[src/rtl/arb_sel_pkg.sv]
// rtl/arb_sel_pkg.sv - select codes and state type shared by the arbiter and the downstream decoder
package arb_sel_pkg;

    typedef enum logic {IDLE, GRANT} arb_state_t;

    localparam logic [2:0] SEL_R0   = 3'b000;
    localparam logic [2:0] SEL_R1   = 3'b001;
    localparam logic [2:0] SEL_R2   = 3'b010;
    localparam logic [2:0] SEL_R3   = 3'b100;
    localparam logic [2:0] SEL_IDLE = 3'b111;

    function automatic logic [2:0] id2sel(input logic [1:0] id);
        logic [2:0] code;
        unique case (id)
            2'd0: code = SEL_R0;
            2'd1: code = SEL_R1;
            2'd2: code = SEL_R2;
            2'd3: code = SEL_R3;
        endcase
        return code;
    endfunction

endpackage

[src/rtl/rr_pick4.sv]
// rtl/rr_pick4.sv - combinational four-way round-robin picker starting after the last owner
module rr_pick4
    import arb_sel_pkg::*;
(
    input  logic [3:0] req,
    input  logic [1:0] last,
    output logic       any,
    output logic [1:0] win
);

    logic [1:0] idx;

    // The last owner is visited last, so it only wins when nobody else asks.
    always_comb begin
        any = 1'b0;
        win = 2'd0;
        idx = 2'd0;
        for (int k = 1; k <= 4; k++) begin
            idx = last + 2'(k);
            if (!any && req[idx]) begin
                any = 1'b1;
                win = idx;
            end
        end
    end

endmodule

[src/rtl/rr_sel_arbiter.sv]
// rtl/rr_sel_arbiter.sv - round-robin arbiter with bounded tenure driving a registered select code
module rr_sel_arbiter
    import arb_sel_pkg::*;
#(
    parameter int HOLD_CYCLES = 4
) (
    input  logic       clk,
    input  logic       rst_n,
    input  logic [3:0] req,
    input  logic       clr,
    output logic [2:0] sel,
    output logic       sel_valid,
    output logic [1:0] gnt_id,
    output logic       rotated
);

    localparam int CNT_W = $clog2(HOLD_CYCLES + 1);

    arb_state_t       state;
    logic [CNT_W-1:0] cnt;
    logic [1:0]       last;
    logic [3:0]       owner_mask;
    logic [3:0]       pick_req;
    logic             any;
    logic [1:0]       win;
    logic             load;
    logic             release_gnt;
    logic             rot_nxt;

    // While granted, the owner is masked so "any" means "someone else is waiting".
    assign owner_mask = 4'b0001 << gnt_id;
    assign pick_req   = (state == GRANT) ? (req & ~owner_mask) : req;

    rr_pick4 u_pick (
        .req  (pick_req),
        .last (last),
        .any  (any),
        .win  (win)
    );

    always_comb begin
        load        = 1'b0;
        release_gnt = 1'b0;
        rot_nxt     = 1'b0;
        unique case (state)
            IDLE: load = any;
            GRANT: begin
                if (|(req & owner_mask)) begin
                    if (cnt == CNT_W'(HOLD_CYCLES) && any) begin
                        load    = 1'b1;
                        rot_nxt = 1'b1;
                    end
                end else if (any) begin
                    load = 1'b1;
                end else begin
                    release_gnt = 1'b1;
                end
            end
        endcase
    end

    always_ff @(posedge clk or negedge rst_n) begin
        if (!rst_n) begin
            state     <= IDLE;
            cnt       <= '0;
            last      <= 2'd3;
            sel       <= SEL_IDLE;
            sel_valid <= 1'b0;
            gnt_id    <= 2'd0;
            rotated   <= 1'b0;
        end else if (clr) begin
            state     <= IDLE;
            cnt       <= '0;
            sel       <= SEL_IDLE;
            sel_valid <= 1'b0;
            gnt_id    <= 2'd0;
            rotated   <= 1'b0;
        end else begin
            rotated <= rot_nxt;
            if (load) begin
                state     <= GRANT;
                cnt       <= CNT_W'(1);
                last      <= win;
                gnt_id    <= win;
                sel       <= id2sel(win);
                sel_valid <= 1'b1;
            end else if (release_gnt) begin
                state     <= IDLE;
                cnt       <= '0;
                gnt_id    <= 2'd0;
                sel       <= SEL_IDLE;
                sel_valid <= 1'b0;
            end else if (state == GRANT && cnt < CNT_W'(HOLD_CYCLES)) begin
                cnt <= cnt + CNT_W'(1);
            end
        end
    end

endmodule

[config.mk]
export PLATFORM = sky130hd
export DESIGN_NAME = rr_sel_arbiter
export DESIGN_NICKNAME = d
export VERILOG_FILES = /design/src/rtl/arb_sel_pkg.sv /design/src/rtl/rr_pick4.sv /design/src/rtl/rr_sel_arbiter.sv
export SDC_FILE = /design/constraint.sdc
export NUM_CORES = 1
export LEC_CHECK = 0
export BUFFER_PORTS_ARGS = -buffer_cell sky130_fd_sc_hd__buf_4
export CAP_MARGIN = 30
export CELL_PAD_IN_SITES_DETAIL_PLACEMENT = 0
export CELL_PAD_IN_SITES_GLOBAL_PLACEMENT = 1
export CORE_MARGIN = 2
export CORE_UTILIZATION = 45
export DETAILED_ROUTE_END_ITERATION = 10
export PLACE_DENSITY = 0.82
export SETUP_SLACK_MARGIN = 0.1
export SLEW_MARGIN = 20
export SYNTH_ARGS = -nofsm -noshare
export SYNTH_HDL_FRONTEND = slang
export SYNTH_SLANG_ARGS = --single-unit
[constraint.sdc]
create_clock -name clk -period 4.8 [get_ports clk]
set_clock_uncertainty 0.1 [all_clocks]
set_input_delay 0.48 -clock clk [delete_from_list [all_inputs] [get_ports clk]]
set_output_delay 0.48 -clock clk [all_outputs]
set_load 0.01 [all_outputs]
# After elaboration in Yosys (flattened, before gate mapping)
# Cells that the tools add are included.
# totals
output_inout_bits	7
input_bits	7
regBits	12
# classes
n_reduce_logical	13
bitwise	5
eq_ne	4
n_lt_le_gt_ge	5
addsub	4
shift	1
muxes	41
# ops
op	count
$mux W3	7
$mux W1	20
$mux W2	7
$lt A2 B3 Y1 const B	4
$pmux W3 S4	1
$and A4 B4 Y4	2
$bmux W1 S2	4
$logic_and A1 B1 Y1	5
$add A2 B2 Y2 const B	2
$eq A2 B2 Y1 const B	2
$mux W4	1
$not A4 Y4	1
$reduce_bool A4 Y1	1
$reduce_or A4 Y1	1
$shl A1 B2 Y4 const A	1
$add A3 B1 Y3 const B	1
$eq A3 B3 Y1 const B	1
$logic_not A1 Y1	3
$lt A3 B3 Y1 const B	1
$reduce_bool A3 Y1	1
$add A2 B1 Y2 const B	1
$eq A2 B1 Y1 const B	1
$logic_not A2 Y1	1
$not A1 Y1	2
2 further kinds	2

# Logic depth before layout (Yosys ltp)
# depth
word_depth	22
depth_mapped	6

# Hierarchy
# A second synthesis with hierarchy kept.
# hier_totals
hier_cells	77
area_unflattened_um2	752.0
# modules_own_cells
module	seq_area_each_um2	instances	cells_per_inst	area_each_um2
rr_sel_arbiter	306.5	1	63	660.6
rr_pick4	0.0	1	14	91.3

# Worst setup path before layout
# OpenSTA, ideal clock, no wires.
# synth_path
path_type	reg2reg
startpoint	reg gnt_id[0]
endpoint	reg cnt[0]
n_path_buf	1
path_stages_with_launch	7
required_ns	4.575
setup_slack_ns	2.843
period_less_slack_ns	1.957
setup_ns	0.125
t_arrival_ns	1.732
cell_sequence	dfrtp_1 > buf_6 > mux2_4 > o22ai_4 > a21oi_1 > nor3_1 > mux2_2
# synth_between
elab_chain_len	22
elab_cells_between_ends	36
cone_classes	1 x shift; 23 x mux; 3 x bitwise; 9 x reduce/logical
# synth_lines
element	line_no	text
start, declared	rr_sel_arbiter.sv:13	output logic [1:0] gnt_id,
start signal, assigned	rr_sel_arbiter.sv:84	gnt_id <= win;
$shl A1 B2 Y4 (*)	rr_sel_arbiter.sv:31	assign owner_mask = 4'b0001 << gnt_id;
$not A4 Y4	rr_sel_arbiter.sv:32	assign pick_req = (state == GRANT) ? (req & ~owner_mask) : req;
$and A4 B4 Y4	rr_sel_arbiter.sv:32	
$mux W4	rr_sel_arbiter.sv:32	
$bmux W1 S2	rr_pick4.sv:20	if (!any && req[idx]) begin
$mux W1 (not written as such)	rr_pick4.sv:20	
$mux W1	rr_pick4.sv:20	
$logic_not A1 Y1	rr_pick4.sv:20	
[6 not listed]	--	
$logic_and A1 B1 Y1	rr_pick4.sv:20	
$mux W1	rr_pick4.sv:20	
$logic_and A1 B1 Y1 / $mux W1 (equally long branches)	rr_sel_arbiter.sv:49, rr_sel_arbiter.sv:53	
$mux W1, on equally long branches	rr_sel_arbiter.sv:49, rr_sel_arbiter.sv:48	
$mux W1, on equally long branches	rr_sel_arbiter.sv:48, rr_sel_arbiter.sv:45	
$pmux W1 S2 / $mux W3 (equally long branches)	rr_sel_arbiter.sv:45, rr_sel_arbiter.sv:87	
$mux W3	rr_sel_arbiter.sv:80	if (load) begin
$mux W3	rr_sel_arbiter.sv:71	end else if (clr) begin
end signal, assigned	rr_sel_arbiter.sv:94	cnt <= cnt + CNT_W'(1);
end, declared	rr_sel_arbiter.sv:20	logic [CNT_W-1:0] cnt;
# Every way passes the cells marked *; elsewhere a longest branch is shown, timed or not. The select of a mux whose other input is x is not followed.
# A chain may end at the register's enable or synchronous reset.

# Final worst setup path
# Same ends and word-level chain as after synthesis.

==> flow_summary.json <==
{
  "drive_gt1_share_pct": 32.0,
  "dp_hpwl_um": 1320,
  "start_util_pct": 48.5,
  "synth_top_area_cell": "dfrtp_1",
  "finalMaxSlewViolations": 0,
  "setup_tns_ns": 0,
  "worstPathRequired_ns": 4.86,
  "die-area_mm2": 0.00227,
  "powerDensity_mw_per_mm2": 564,
  "dp.cells": 117,
  "synth_top_area_share_pct": 20.5,
  "synthFlopType": "dfrtp_1",
  "grt_setup_unrepaired": "no",
  "worst_pin_slew_ns": 0.474,
  "grt_usage_pct": 17.1,
  "htree_levels": 1,
  "drt-total-wl_um": 1700,
  "synth_commonest_cells": "dfrtp_1 (7), dfstp_2 (5), nor2_1 (5)",
  "cts_setup_buffers": 0,
  "ys_types": 45,
  "cp-end-kind": "register",
  "io_pins": 14,
  "p_leak_nw": 0.432,
  "gp_congestion": 0.775,
  "yosysMostFrequentCell": "dfrtp_1",
  "postSynthCellCount": 83,
  "r2r_start": "gnt_id[0]",
  "dr.pass1.iters": 3,
  "yosys_warnings": 0,
  "drv_cap": 0,
  "reg2reg_to": "cnt[0]",
  "avgSynthCellArea_um2": 10.3,
  "synth_seq_cells": 12,
  "syn_area_um2": 856,
  "vdd_drop_max_uv": 229,
  "core-area_mm2": 0.00176,
  "grt_pass1_vias": 625,
  "comb_power_share_pct": 48.6,
  "cts_tree": "done",
  "die-height_um": 47.6,
  "synthesis.nets": 92,
  "cp-start-kind": "register",
  "fin_ws_ns": 2.72,
  "total_power_mw": 0.563,
  "wl_per_cell_um": 13.9,
  "cts.sinks": 12,
  "final_util_pct": 56.6,
  "cp.arrival_ns": 2.14,
  "area_growth_syn_to_layout_pct": 16.7,
  "clockBufferDepth": 2,
  "min_to": "rotated",
  "async_flop_share_pct": 100,
  "path_class": "reg -> reg",
  "setup_violations": 0,
  "slew-limit-headroom_pct": 68.4,
  "hold_viol_final": 0,
  "p_int_mw": 0.337,
  "net-switching-power_mw": 0.226,
  "cts_buffers": 3,
  "holdCritPathClass": "in -> reg",
  "viasPerCell": 5.73,
  "grt_pass1_wl_um": 2720,
  "seqPwrFrac_pct": 37.6,
  "clkPwrFrac_pct": 13.8,
  "grt_max_degree": 14,
  "port_buffers": 13,
  "ff2ff_setup_slack_ns": 2.72,
  "vias": 699,
  "synth.area.top_cells": "dfrtp_1 (20%), dfstp_2 (15%), ha_1 (2.9%), a21o_1 (2.6%), buf_6 (2.6%)",
  "clockRootBuffer": "clkbuf_4",
  "die_w_um": 47.6,
  "status": "completed",
  "final.period_utilization_pct": 43.4,
  "timing.hold.worst.start": "clr",
  "final_cell_count_no_fill": 122,
  "max_freq_mhz": 480,
  "nNetsFinal": 107,
  "sw_frac_of_total_pct": 40.1,
  "remaining_drc_errors": 0,
  "r2r_cells": 5,
  "yosysSeqAreaShare_pct": 35.8,
  "hold_depth": 2,
  "grt_overflow": 0,
  "finalCriticalPeriod_ns": 2.08,
  "first_iter_violations": 6,
  "clk_pin_slew_ns": 0.07,
  "clkLatencyLatePin_ns": 0.27,
  "n_antenna_cell": 0,
  "path_max_fanout": 9,
  "postRouteAntennaNets": 0,
  "dp_slack_ns": 2.69,
  "synth_edf_count": 0,
  "row_count": 15,
  "antenna_found_initial": 0
}
[area by class of cell]
| type | count | area, um^2 |
|---|---|---|
| clock buffers | 4 | 36.3 |
| fillers | 178 | 766 |
| inverters | 4 | 15.0 |
| multi-input cells | 63 | 502 |
| flip-flops and latches | 12 | 307 |
| well taps | 25 | 31.3 |
| repair buffers | 14 | 108 |
[logic make-up (layout without fill, tap and decap cells)]
kind of cell             Yosys count  count (layout)  synth area share (%)
AO/OA/AOI/OAI                     30              30                  28.4
buffers and inverters              8              22                  5.55
adder cells (fa/ha/maj)            2               2                  2.92
flip-flops                        12              12                  35.8
AND/OR/NAND/NOR                   25              25                  18.1
multiplexers                       5               5                  8.19
XOR/XNOR                           1               1                  1.02
[metal layers]
| metal | global-route usage [%] | vias to the layer above | routed length [um] |
|---|---|---|---|
| met1 | 23.3 | 339 | 840 |
| met2 | 27.8 | 10 | 788 |
| li1 | - | 348 | - |
| met5 | 0 | - | 0 |
| met3 | 4.53 | 2 | 64 |
| met4 | 3.24 | 0 | 8 |
[what timing repair did]
item | CTS | global route
setup endpoints to repair | 0 | 0
hold endpoints to repair | 7 | 0
resized for setup | 0 | 0
hold buffers | 1 | 0
[state kept, by name, summed over array words and instances (netlist names)]
| register | count |
|---|---|
| gnt_id | 2 |
| state | 1 |
| cnt | 3 |
| last | 2 |
| rotated | 1 |
| sel | 3 |
[power by group through the flow]
stage	registers, mW	logic (mW)	clock network, mW
after floorplan	0.188	0.233	0
after global placement	0.213	0.274	0
after detailed placement	0.213	0.274	0
after CTS	0.211	0.276	0.0812
after global routing	0.221	0.306	0.0843
final	0.212	0.274	0.0780
[worst max-delay path by stage]
stage                     endpoint  cells after the start  slack (ns)       from
after detailed placement    cnt[0]                      6        2.69     req[3]
after global placement      cnt[0]                      6        2.70     req[3]
after global routing        cnt[0]                      5        2.56      state
final                       cnt[0]                      5        2.72  gnt_id[0]
after CTS                   cnt[0]                      5        2.71  gnt_id[0]
after floorplan             cnt[0]                      6        2.84  gnt_id[0]
[metrics by stage]
stage          hold slack, ns  area, um^2
2_1_floorplan          0.0844         856
3_3_place_gp            0.223         952
3_5_place_dp            0.227         952
4_1_cts                 0.292         998
5_1_grt                 0.296         998
6_report                0.301         998
[critical path, cell delays in order (launching register included)]
cell,delay [ns]
dfrtp_1,0.55
mux2_4,0.35
o22ai_4,0.22
a21oi_1,0.18
nor3_1,0.23
mux2_2,0.35
[placed cells by master (no fill, tap or decap), types with 3 or more instances in the layout]
cell type  instances
buf_4             13
dfrtp_1            7
nor2_1             5
dfstp_2            5
inv_1              4
a21oi_1            4
o21ai_0            4
nand2_1            3
a21o_1             3
clkbuf_4           3
No activity file was read; power rests on OpenSTA's default activity.
